### config.mk
export PLATFORM = sky130hd
export DESIGN_NAME = bit_serializer
export DESIGN_NICKNAME = d
export VERILOG_FILES = /design/src/rtl/bitser_pkg.sv /design/src/rtl/bitser_hold_reg.sv /design/src/rtl/bit_serializer.sv
export SDC_FILE = /design/constraint.sdc
export NUM_CORES = 1
export LEC_CHECK = 0
export ABC_AREA = 1
export BUFFER_PORTS_ARGS = -buffer_cell sky130_fd_sc_hd__clkbuf_2
export CAP_MARGIN = 10
export CORE_ASPECT_RATIO = 1.5
export CORE_UTILIZATION = 46
export CTS_CLUSTER_DIAMETER = 100
export DETAILED_ROUTE_END_ITERATION = 10
export PLACE_DENSITY_LB_ADDON = 0.25
export SLEW_MARGIN = 5
export SYNTH_ARGS = -nofsm -noshare
export SYNTH_HDL_FRONTEND = slang
export SYNTH_SLANG_ARGS = --single-unit
export TNS_END_PERCENT = 100
### constraint.sdc
create_clock -name clk -period 1.5 [get_ports clk]
set_input_delay 0.15 -clock clk [delete_from_list [all_inputs] [get_ports clk]]
set_output_delay 0.15 -clock clk [all_outputs]
set_load 0.02 [all_outputs]
### src/rtl/bitser_pkg.sv
// Shared constants for the bit serializer: default frame width and FSM state codes.
package bitser_pkg;

   localparam int BITSER_WIDTH = 8;

   localparam logic [0:0] IDLE  = 1'b0;
   localparam logic [0:0] SHIFT = 1'b1;

endpackage

### src/rtl/bitser_hold_reg.sv
// One-entry holding register for the bit serializer: stores a word while a frame is
// still shifting and exposes ready as the inverse of its valid flag.
module bitser_hold_reg
   import bitser_pkg::*;
#(
   parameter int WIDTH = BITSER_WIDTH
) (
   input  logic             clk,
   input  logic             areset_n,
   input  logic             wr,
   input  logic [WIDTH-1:0] wr_data,
   input  logic             rd,
   output logic [WIDTH-1:0] data,
   output logic             valid,
   output logic             ready
);

   // wr requires ready (valid == 0) and rd requires valid, so they never coincide
   always_ff @(posedge clk or negedge areset_n) begin
      if (!areset_n) begin
         valid <= 1'b0;
         data  <= '0;
      end else if (wr) begin
         valid <= 1'b1;
         data  <= wr_data;
      end else if (rd) begin
         valid <= 1'b0;
      end
   end

   assign ready = !valid;

endmodule

### src/rtl/bit_serializer.sv
// Parallel-to-serial LSB-first framer with valid/ready input and first/last strobes.
// Optional BITSER_STALL_EN adds a ser_stall input that freezes the shifter.
module bit_serializer
   import bitser_pkg::*;
#(
   parameter int WIDTH = BITSER_WIDTH
) (
   input  logic             clk,
   input  logic             areset_n,
   input  logic             in_valid,
   output logic             in_ready,
   input  logic [WIDTH-1:0] in_data,
`ifdef BITSER_STALL_EN
   input  logic             ser_stall,
`endif
   output logic             ser_bit,
   output logic             ser_valid,
   output logic             ser_first,
   output logic             ser_last,
   output logic             busy
);

   localparam int               CNT_W = $clog2(WIDTH);
   localparam logic [CNT_W-1:0] LAST  = CNT_W'(WIDTH - 1);

   logic [0:0]       state;
   logic [CNT_W-1:0] cnt;
   logic [WIDTH-1:0] sr;

   logic             stall;
   logic             shifting;
   logic             advance;
   logic             at_last;
   logic             xfer;
   logic             load_direct;
   logic             hold_wr;
   logic             hold_rd;
   logic             hold_valid;
   logic [WIDTH-1:0] hold_data;

`ifdef BITSER_STALL_EN
   assign stall = ser_stall;
`else
   assign stall = 1'b0;
`endif

   bitser_hold_reg #(
      .WIDTH (WIDTH)
   ) u_hold (
      .clk      (clk),
      .areset_n (areset_n),
      .wr       (hold_wr),
      .wr_data  (in_data),
      .rd       (hold_rd),
      .data     (hold_data),
      .valid    (hold_valid),
      .ready    (in_ready)
   );

   // A transfer bypasses the holding register when the shifter is idle or is
   // finishing its last bit with nothing queued; otherwise it is parked.
   always_comb begin
      shifting    = (state == SHIFT);
      advance     = shifting && !stall;
      at_last     = (cnt == LAST);
      xfer        = in_valid && in_ready;
      load_direct = xfer && (!shifting || (advance && at_last && !hold_valid));
      hold_rd     = advance && at_last && hold_valid;
      hold_wr     = xfer && !load_direct;
   end

   always_ff @(posedge clk or negedge areset_n) begin
      if (!areset_n) begin
         state <= IDLE;
         cnt   <= '0;
         sr    <= '0;
      end else if (hold_rd) begin
         sr    <= hold_data;
         cnt   <= '0;
         state <= SHIFT;
      end else if (load_direct) begin
         sr    <= in_data;
         cnt   <= '0;
         state <= SHIFT;
      end else if (advance) begin
         if (at_last) begin
            state <= IDLE;
         end else begin
            sr  <= sr >> 1;
            cnt <= cnt + 1'b1;
         end
      end
   end

   assign ser_bit   = sr[0];
   assign ser_valid = shifting && !stall;
   assign ser_first = shifting && (cnt == '0);
   assign ser_last  = shifting && at_last;
   assign busy      = shifting || hold_valid;

endmodule

Word-level counts from Yosys, hierarchy flattened
Cells that the tools add are included. Widths: inputs -> output; s select.

Add/subtract/negate cells: 1. Eq/ne operators: 2. Multiplexer cells: 14. Reductions and logical operators: 16.

Operator list (count): $mux 8 (4); $mux 3 (4); $logic_and 1x1->1 (7); $mux 1 (6); $add 3x1->3 const B (1); $eq 3x3->1 const B (1); $logic_not 1->1 (3); $logic_not 3->1 (1); $ne 3x1->1 const B (1); $reduce_bool 3->1 (1); $logic_or 1x1->1 (2); $reduce_and 2->1 (1); $reduce_bool 2->1 (1).

Flip-flop bits (word level): 21. Input port bits: 11. Output and inout bits: 6. Word-level logic and storage cells: 38.

Logic depth before layout (Yosys ltp)
Gate-level depths: netlist of run 1.

Depth after elaboration: 8. Mapped depth: 9. Depth with buffers taken out: 9.

By module
A second synthesis of run 1 with hierarchy kept.

Cell total of the unflattened synthesis: 144. Area, all modules: 1133.6 um^2.

Modules (own cells, without submodules): bit_serializer (instances 1, cells an instance 105, area each 788.3 um^2); bitser_hold_reg (instances 1, cells an instance 39, area each 345.3 um^2).

Worst setup path before layout of run 1
No wires, ideal clock.

Path kind: reg2reg. Start: register cnt[0]. End: register u_hold.data[7]. Arrival time: 1359 ps. Slack: 20 ps. Cell stages (with the launch flop): 10. Buffers on the path: 1. Clock period less this slack: 1480 ps. Cell sequence: dfrtp_1 ha_1 ha_1 inv_2 nand2_4 inv_2 nand2_4 buf_6 nand2_1 o21ai_1.

Cells in the longest elaborated chain, start to end: 7.

Ends and longest elaborated chain: from (decl) (line bit_serializer.sv:27) `logic [CNT_W-1:0] cnt;`; from (signal assigned) (line bit_serializer.sv:90) `cnt <= cnt + 1'b1;`; $eq 3x3->1 (line bit_serializer.sv:65) `at_last = (cnt == LAST);`; $logic_and 1x1->1 (2 in a row) (line bit_serializer.sv:67) `load_direct = xfer && (!shifting || (advance && at_last && !hold_valid));`; $logic_or 1x1->1 (line bit_serializer.sv:67); $logic_and 1x1->1 (line bit_serializer.sv:67); $logic_not 1->1 (line bit_serializer.sv:69) `hold_wr = xfer && !load_direct;`; $logic_and 1x1->1 (line bit_serializer.sv:69); to (signal assigned) (line bitser_hold_reg.sv:25) `data <= wr_data;`; to (decl) (line bitser_hold_reg.sv:13) `output logic [WIDTH-1:0] data,`.

Every way passes these cells. A chain may end at the register's enable or synchronous reset.

Worst setup path after layout of run 1
Start: register cnt[0]. End: output ser_last.

Cells in the longest elaborated chain, start to end: 2.

Ends and longest elaborated chain: $eq 3x3->1 (line bit_serializer.sv:65); $logic_and 1x1->1 (line bit_serializer.sv:98) `assign ser_last = shifting && at_last;`; to (decl) (line bit_serializer.sv:19) `output logic ser_last,`.

Every way passes these cells.

==> flow_summary.json, run 1 <==
{
  "crit_path_end_kind": "primary output",
  "cp_slowest_cell": "dfrtp_1",
  "core_sq_um": 2290,
  "dieArea_sq_um": 2690,
  "syn2layout_area_growth_pct": 25.8,
  "vias": 1017,
  "status": "completed",
  "clk_pin_slew_worst_paths_ns": 0.11,
  "drive_gt1_frac": 0.282,
  "firstDrtPassIters": 4,
  "p_int_mw": 1.47,
  "wirelength_mm": 2.52,
  "ys.warnings.count": 0,
  "p_leak_nw": 0.776,
  "gp_congestion": 0.809,
  "synth_top_area_cell": "dfrtp_1",
  "fin_ws_ns": 0.0328,
  "grt_overflow": 0,
  "tightest_slew_ns": 0.530,
  "io_pins": 17,
  "grt_pass1_vias": 930,
  "synthXorXnorAreaFrac": 0,
  "cts_tree": "yes",
  "drc": 0,
  "power_frac_seq": 0.373,
  "cts_sinks": 21,
  "yosysUniqueCellTypes": 19,
  "synthSimpleGateAreaFrac": 0.348,
  "required_ns": 1.35,
  "viasPerCell": 5.16,
  "insertion_delay_ns": 0.30,
  "cts_buffers": 3,
  "drtAntennaViolNets": 0,
  "synthMuxAreaShare": 0,
  "power-per-cell-area_nw_per_um2": 1860,
  "cp_max_fo": 3,
  "seq_area_frac_synth": 0.461,
  "dpl.hpwl_mm": 1.68,
  "cp_cell_sequence": "ha_4 -> ha_4 -> nand2_2 -> inv_2 -> buf_8",
  "finalSetupViolCount": 0,
  "holdWs_ns": 0.0846,
  "grt_pass1_wl_mm": 4.23,
  "criticalPathCategory": "reg -> out",
  "h-tree-depth": 1,
  "drt_iter0_markers": 16,
  "grt_max_degree": 22,
  "floorplan.initialDensity": 0.499,
  "grt.total_usage": 0.197,
  "path_common_cell": "ha_4",
  "yosys_register_bits": 21,
  "synth_nets": 159,
  "synth_top_family_by_area": "simple AND/OR/NAND/NOR gates",
  "synth_top_area_frac": 0.461,
  "swShare": 0.451,
  "combPwrFrac": 0.526,
  "worstPathArrival_ns": 1.32,
  "dp_slack_ns": -0.0667,
  "fin_total_pwr_mw": 2.67,
  "fin_util": 0.627,
  "max_freq_mhz": 682,
  "yosys.area_share.adder": 0.0329,
  "p_clk_frac": 0.101,
  "final_hold_viol_count": 0,
  "netlist_instances": 145,
  "drv_cap": 0,
  "syn_area_sq_um": 1140,
  "rows": 21,
  "syn_area_per_cell_sq_um": 7.86,
  "numPortBuffers": 16,
  "clockBufferDepth": 2,
  "die_w_microns": 42.6,
  "final.setup_skew_ns": 0.00335,
  "cts_root_buf": "clkbuf_4",
  "synth_compound_area_frac": 0.0626,
  "hold_path.class": "in -> reg",
  "start_kind": "register",
  "fin_crit_sh": 0.978,
  "p_sw_mw": 1.21,
  "fin_nets": 189,
  "relSlewSlack": 0.646,
  "antenna_found_initial": 0,
  "slew_violations": 0,
  "num_antenna_cells": 0,
  "die_h_microns": 63.0,
  "irDropWorstVdd_mv": 0.887,
  "grt_setup_unrepaired": "true",
  "critPathMaxStageDelay_ns": 0.43,
  "period_needed_ns": 1.47,
  "routedWlPerCell_microns": 12.8,
  "synthTopCellsByArea": "dfrtp_1 46%, nand2_1 14%, nand3_1 10%"
}
[state kept, by name, summed over array words and instances, names as in the netlist]
signal / cells
sr: 8
u_hold.data: 8
cnt: 3
ser_valid: 1
u_hold.valid: 1
[cells in the final DEF (no fill, tap or decap)]
master / instances
inv_1: 19
nand2_2: 1
ha_4: 2
nor2_4: 2
buf_8: 1
nand3_1: 23
clkbuf_2: 14
a21oi_1: 7
nand2_4: 2
ha_1: 1
dfrtp_2: 1
o21ai_2: 1
dfrtp_1: 20
inv_2: 3
inv_6: 1
buf_4: 9
o211ai_1: 1
nand3_4: 3
nor2_1: 5
clkbuf_4: 3
clkbuf_1: 1
o21ai_1: 4
clkinvlp_4: 1
nor2_2: 2
dlygate4sd3_1: 1
nand2_1: 43
nand2_8: 2
buf_2: 1
[logic make-up (layout without fill, tap and decap cells)]
family	count (synthesis)	count (layout)
simple gates	82	83
buf+inv	26	54
flops	21	21
compound gates	13	13
fa+ha+maj	3	3
[stage by stage]
stage          TNS [ns]  cell area (sq um)  instances
6_report              0               1430        197
5_1_grt          -0.413               1430        197
2_1_floorplan         0               1140        145
3_3_place_gp     -0.182               1260        186
3_5_place_dp     -0.576               1260        186
4_1_cts               0               1350        194
[power by group through the flow]
stage,Combinational [mW],Sequential [mW],Clock (mW)
after global placement,1.14,0.968,0
after floorplan,0.879,0.945,0
final,1.40,0.995,0.271
after CTS,1.23,0.972,0.289
after detailed placement,1.17,0.977,0
after global routing,1.58,1.02,0.301
[per-layer routing]
metal  vias to the layer above  global-route usage  part of all wire  routed length, microns
met2                        20               0.307              0.51                    1290
li1                        516                   -                 -                       -
met1                       472               0.279              0.44                    1100
met4                         0              0.0664             0.024                      61
met3                         9              0.0231             0.025                      63
met5                         -                   0                 0                       0
[area by class of cell]
type	instances	area, sq um
Fill cell	212	852
Timing Repair Buffer	26	168
Tap cell	23	28.8
Clock buffer	4	26.3
Inverter	24	98.8
Multi-Input combinational cell	99	586
Sequential cell	21	527
[critical path, delay by kind of cell, from the launching register on]
family	cells	cell delay [ns]
flip-flops	1	0.43
adder cells (fa/ha/maj)	2	0.35
buffers and inverters	2	0.16
AND/OR/NAND/NOR	1	0.07
[synth_stat cells]
cell type   n
o211ai_1    1
dfrtp_1    21
buf_6       1
a21oi_1     7
ha_1        3
nand3_4     2
nand2_2     1
inv_1      20
buf_4       1
o21ai_2     1
o21ai_0     1
nor2_4      1
nand2_4     3
nand3_1    23
inv_2       3
nor2_1      8
o21ai_1     3
nand2_1    44
clkinv_1    1
[worst paths after layout]
path	startpoint	to	depth (start not counted)	slack [ns]
min	in_data[7]	u_hold.data[7]$_DFFE_PN0P_	3	0.08
min in group asynchronous	areset_n	u_hold.valid$_DFFE_PN0P_	2	0.35
max in group asynchronous	areset_n	ser_valid$_DFF_PN0_	2	0.78
max reg2reg	cnt[0]$_DFFE_PN0P_	u_hold.data[1]$_DFFE_PN0P_	8	0.03
min reg2reg	u_hold.data[7]$_DFFE_PN0P_	u_hold.data[7]$_DFFE_PN0P_	2	0.51
max	cnt[0]$_DFFE_PN0P_	ser_last	5	0.03
[what timing repair did]
action | CTS | global route
setup buffers | 3 | 2
endpoints found under the setup margin | 17 | 18
hold endpoints to repair | 21 | 0
gates cloned | 0 | 1
gates resized for setup | 6 | 17
pin swaps | 0 | 6
hold buffers | 1 | 0
Power figures use the tool's default switching activity.
==> run 2, diff against run 1 <==
CELL_PAD_IN_SITES_DETAIL_PLACEMENT = 0   (was not set)
CELL_PAD_IN_SITES_GLOBAL_PLACEMENT = 1   (was not set)
CORE_UTILIZATION = 36   (was 46)
==> flow_summary.json, run 2 (synthesis gave the netlist of run 1 again) <==
{
  "max_freq_mhz": 688,
  "grt_pass1_wl_mm": 4.24,
  "critPathMaxStageDelay_ns": 0.39,
  "instances_no_fill": 212,
  "final_hold_viol_count": 0,
  "required_ns": 1.35,
  "drv_cap": 0,
  "cts_root_buf": "clkbuf_8",
  "dpl.hpwl_mm": 1.88,
  "finalSetupViolCount": 0,
  "firstDrtPassIters": 4,
  "dieArea_sq_um": 3400,
  "syn2layout_area_growth_pct": 28.4,
  "clockBufferDepth": 2,
  "cp_slowest_cell": "dfrtp_1",
  "status": "completed",
  "final.setup_skew_ns": 0.00382,
  "insertion_delay_ns": 0.27,
  "grt_setup_unrepaired": "true",
  "vias": 1031,
  "relSlewSlack": 0.640,
  "drive_gt1_frac": 0.272,
  "dp_slack_ns": -0.0956,
  "slew_violations": 0,
  "h-tree-depth": 1,
  "drt_iter0_markers": 20,
  "fin_ws_ns": 0.0474,
  "criticalPathCategory": "reg -> out",
  "p_clk_frac": 0.138,
  "top_regs": "sr x8, u_hold.data x8, cnt x3",
  "fin_crit_sh": 0.968,
  "die_w_microns": 47.9,
  "cp_max_fo": 3,
  "drc": 0,
  "viasPerCell": 4.86,
  "period_needed_ns": 1.45,
  "hold_path.class": "in -> reg",
  "grt_max_degree": 22,
  "crit_path_end_kind": "primary output",
  "fillers": 298,
  "cp_top_family": "flip-flops",
  "die_h_microns": 70.9,
  "clk_pin_slew_worst_paths_ns": 0.08,
  "gp_congestion": 0.754,
  "cp_num_buf_inv": 2,
  "routedWlPerCell_microns": 12.4,
  "core_sq_um": 2970,
  "swShare": 0.444,
  "power_frac_seq": 0.354,
  "num_antenna_cells": 0,
  "final_cell_mix": "44 x nand2_1, 23 x nand3_1, 20 x inv_1, 20 x dfrtp_1, 15 x clkbuf_2",
  "io_pins": 17,
  "tightest_slew_ns": 0.540,
  "numPortBuffers": 16,
  "grt.total_usage": 0.173,
  "power-per-cell-area_nw_per_um2": 1900,
  "cts_buffers": 3,
  "fin_nets": 188,
  "p_leak_nw": 0.786,
  "cts_sinks": 21,
  "drtAntennaViolNets": 0,
  "start_kind": "register",
  "final_common_cell": "nand2_1",
  "rows": 24,
  "antenna_found_initial": 0,
  "p_int_mw": 1.54,
  "wirelength_mm": 2.62,
  "irDropWorstVdd_mv": 0.924,
  "combPwrFrac": 0.508,
  "p_sw_mw": 1.23,
  "cts_tree": "yes",
  "dp.cells": 204,
  "cp_cell_sequence": "ha_2 -> ha_4 -> nand2_1 -> inv_1 -> buf_2",
  "grt_overflow": 0,
  "worstPathArrival_ns": 1.30,
  "grt_pass1_vias": 982,
  "floorplan.initialDensity": 0.383
}
## run 2: changes by cell type in the layout (fill, tap and decap cells not counted), moves of 2 or more
cell,before,now
buf_4,9,6
clkbuf_4,3,0
clkinv_2,0,2
clkbuf_8,0,3
inv_2,3,1
## run 2: what timing repair did
item                                    4_1_cts  5_1_grt
endpoints found under the hold margin        21        0
cloned                                        0        2
resized for setup                             8        9
endpoints found under the setup margin       17       15
hold buffers                                  1        0
buffers inserted                              0        1
## run 2: final cells by class
type / instances / area (sq um) / area share
Sequential cell: 21 / 527 / 0.360
Multi-Input combinational cell: 100 / 588 / 0.402
Tap cell: 39 / 48.8 / 0.0333
Inverter: 24 / 98.8 / 0.0675
Timing Repair Buffer: 24 / 155 / 0.106
Clock buffer: 3 / 41.3 / 0.0282
Clock inverter: 1 / 5.00 / 0.00342
## run 2: final timing paths
path / startpoint / endpoint / slack (ns) / cells past startpoint
max reg2reg: cnt[0]$_DFFE_PN0P_ / u_hold.data[5]$_DFFE_PN0P_ / 0.06 / 8
min: in_data[7] / u_hold.data[7]$_DFFE_PN0P_ / 0.13 / 3
min reg2reg: sr[5]$_DFFE_PN0P_ / sr[5]$_DFFE_PN0P_ / 0.51 / 2
max: cnt[0]$_DFFE_PN0P_ / ser_last / 0.05 / 5
min in group asynchronous: areset_n / sr[4]$_DFFE_PN0P_ / 0.39 / 2
max in group asynchronous: areset_n / ser_valid$_DFF_PN0_ / 0.72 / 2
## run 2: metal layers
metal  track usage  wire length, microns
met1         0.214                  1160
met4        0.0525                    36
met3        0.0230                    83
met2         0.296                  1340
met5             0                     0
## run 2: tightest hold or removal path, stage by stage
cell      delay, ns
clkbuf_2       0.08
inv_1          0.07
o21ai_1        0.07
## run 2: power groups by stage
stage | combinational, mW | sequential (mW) | clock [mW]
after floorplan | 0.879 | 0.945 | 0
after global placement | 1.22 | 0.965 | 0
after detailed placement | 1.23 | 0.973 | 0
after CTS | 1.31 | 0.975 | 0.396
after global routing | 1.60 | 1.02 | 0.408
final | 1.41 | 0.983 | 0.383
## run 2: per-stage QoR
| step | area [sq um] | utilization | power, mW | setup TNS, ns | hold slack [ns] |
|---|---|---|---|---|---|
| 2_1_floorplan | 1140 | - | 1.82 | 0 | -0.146 |
| 3_3_place_gp | 1310 | 0.440 | 2.18 | -0.519 | 0.161 |
| 3_5_place_dp | 1310 | 0.440 | 2.20 | -1.04 | 0.162 |
| 4_1_cts | 1410 | 0.473 | 2.68 | 0 | 0.129 |
| 5_1_grt | 1460 | 0.492 | 3.02 | -0.0331 | 0.153 |
| 6_report | 1460 | 0.492 | 2.78 | 0 | 0.131 |
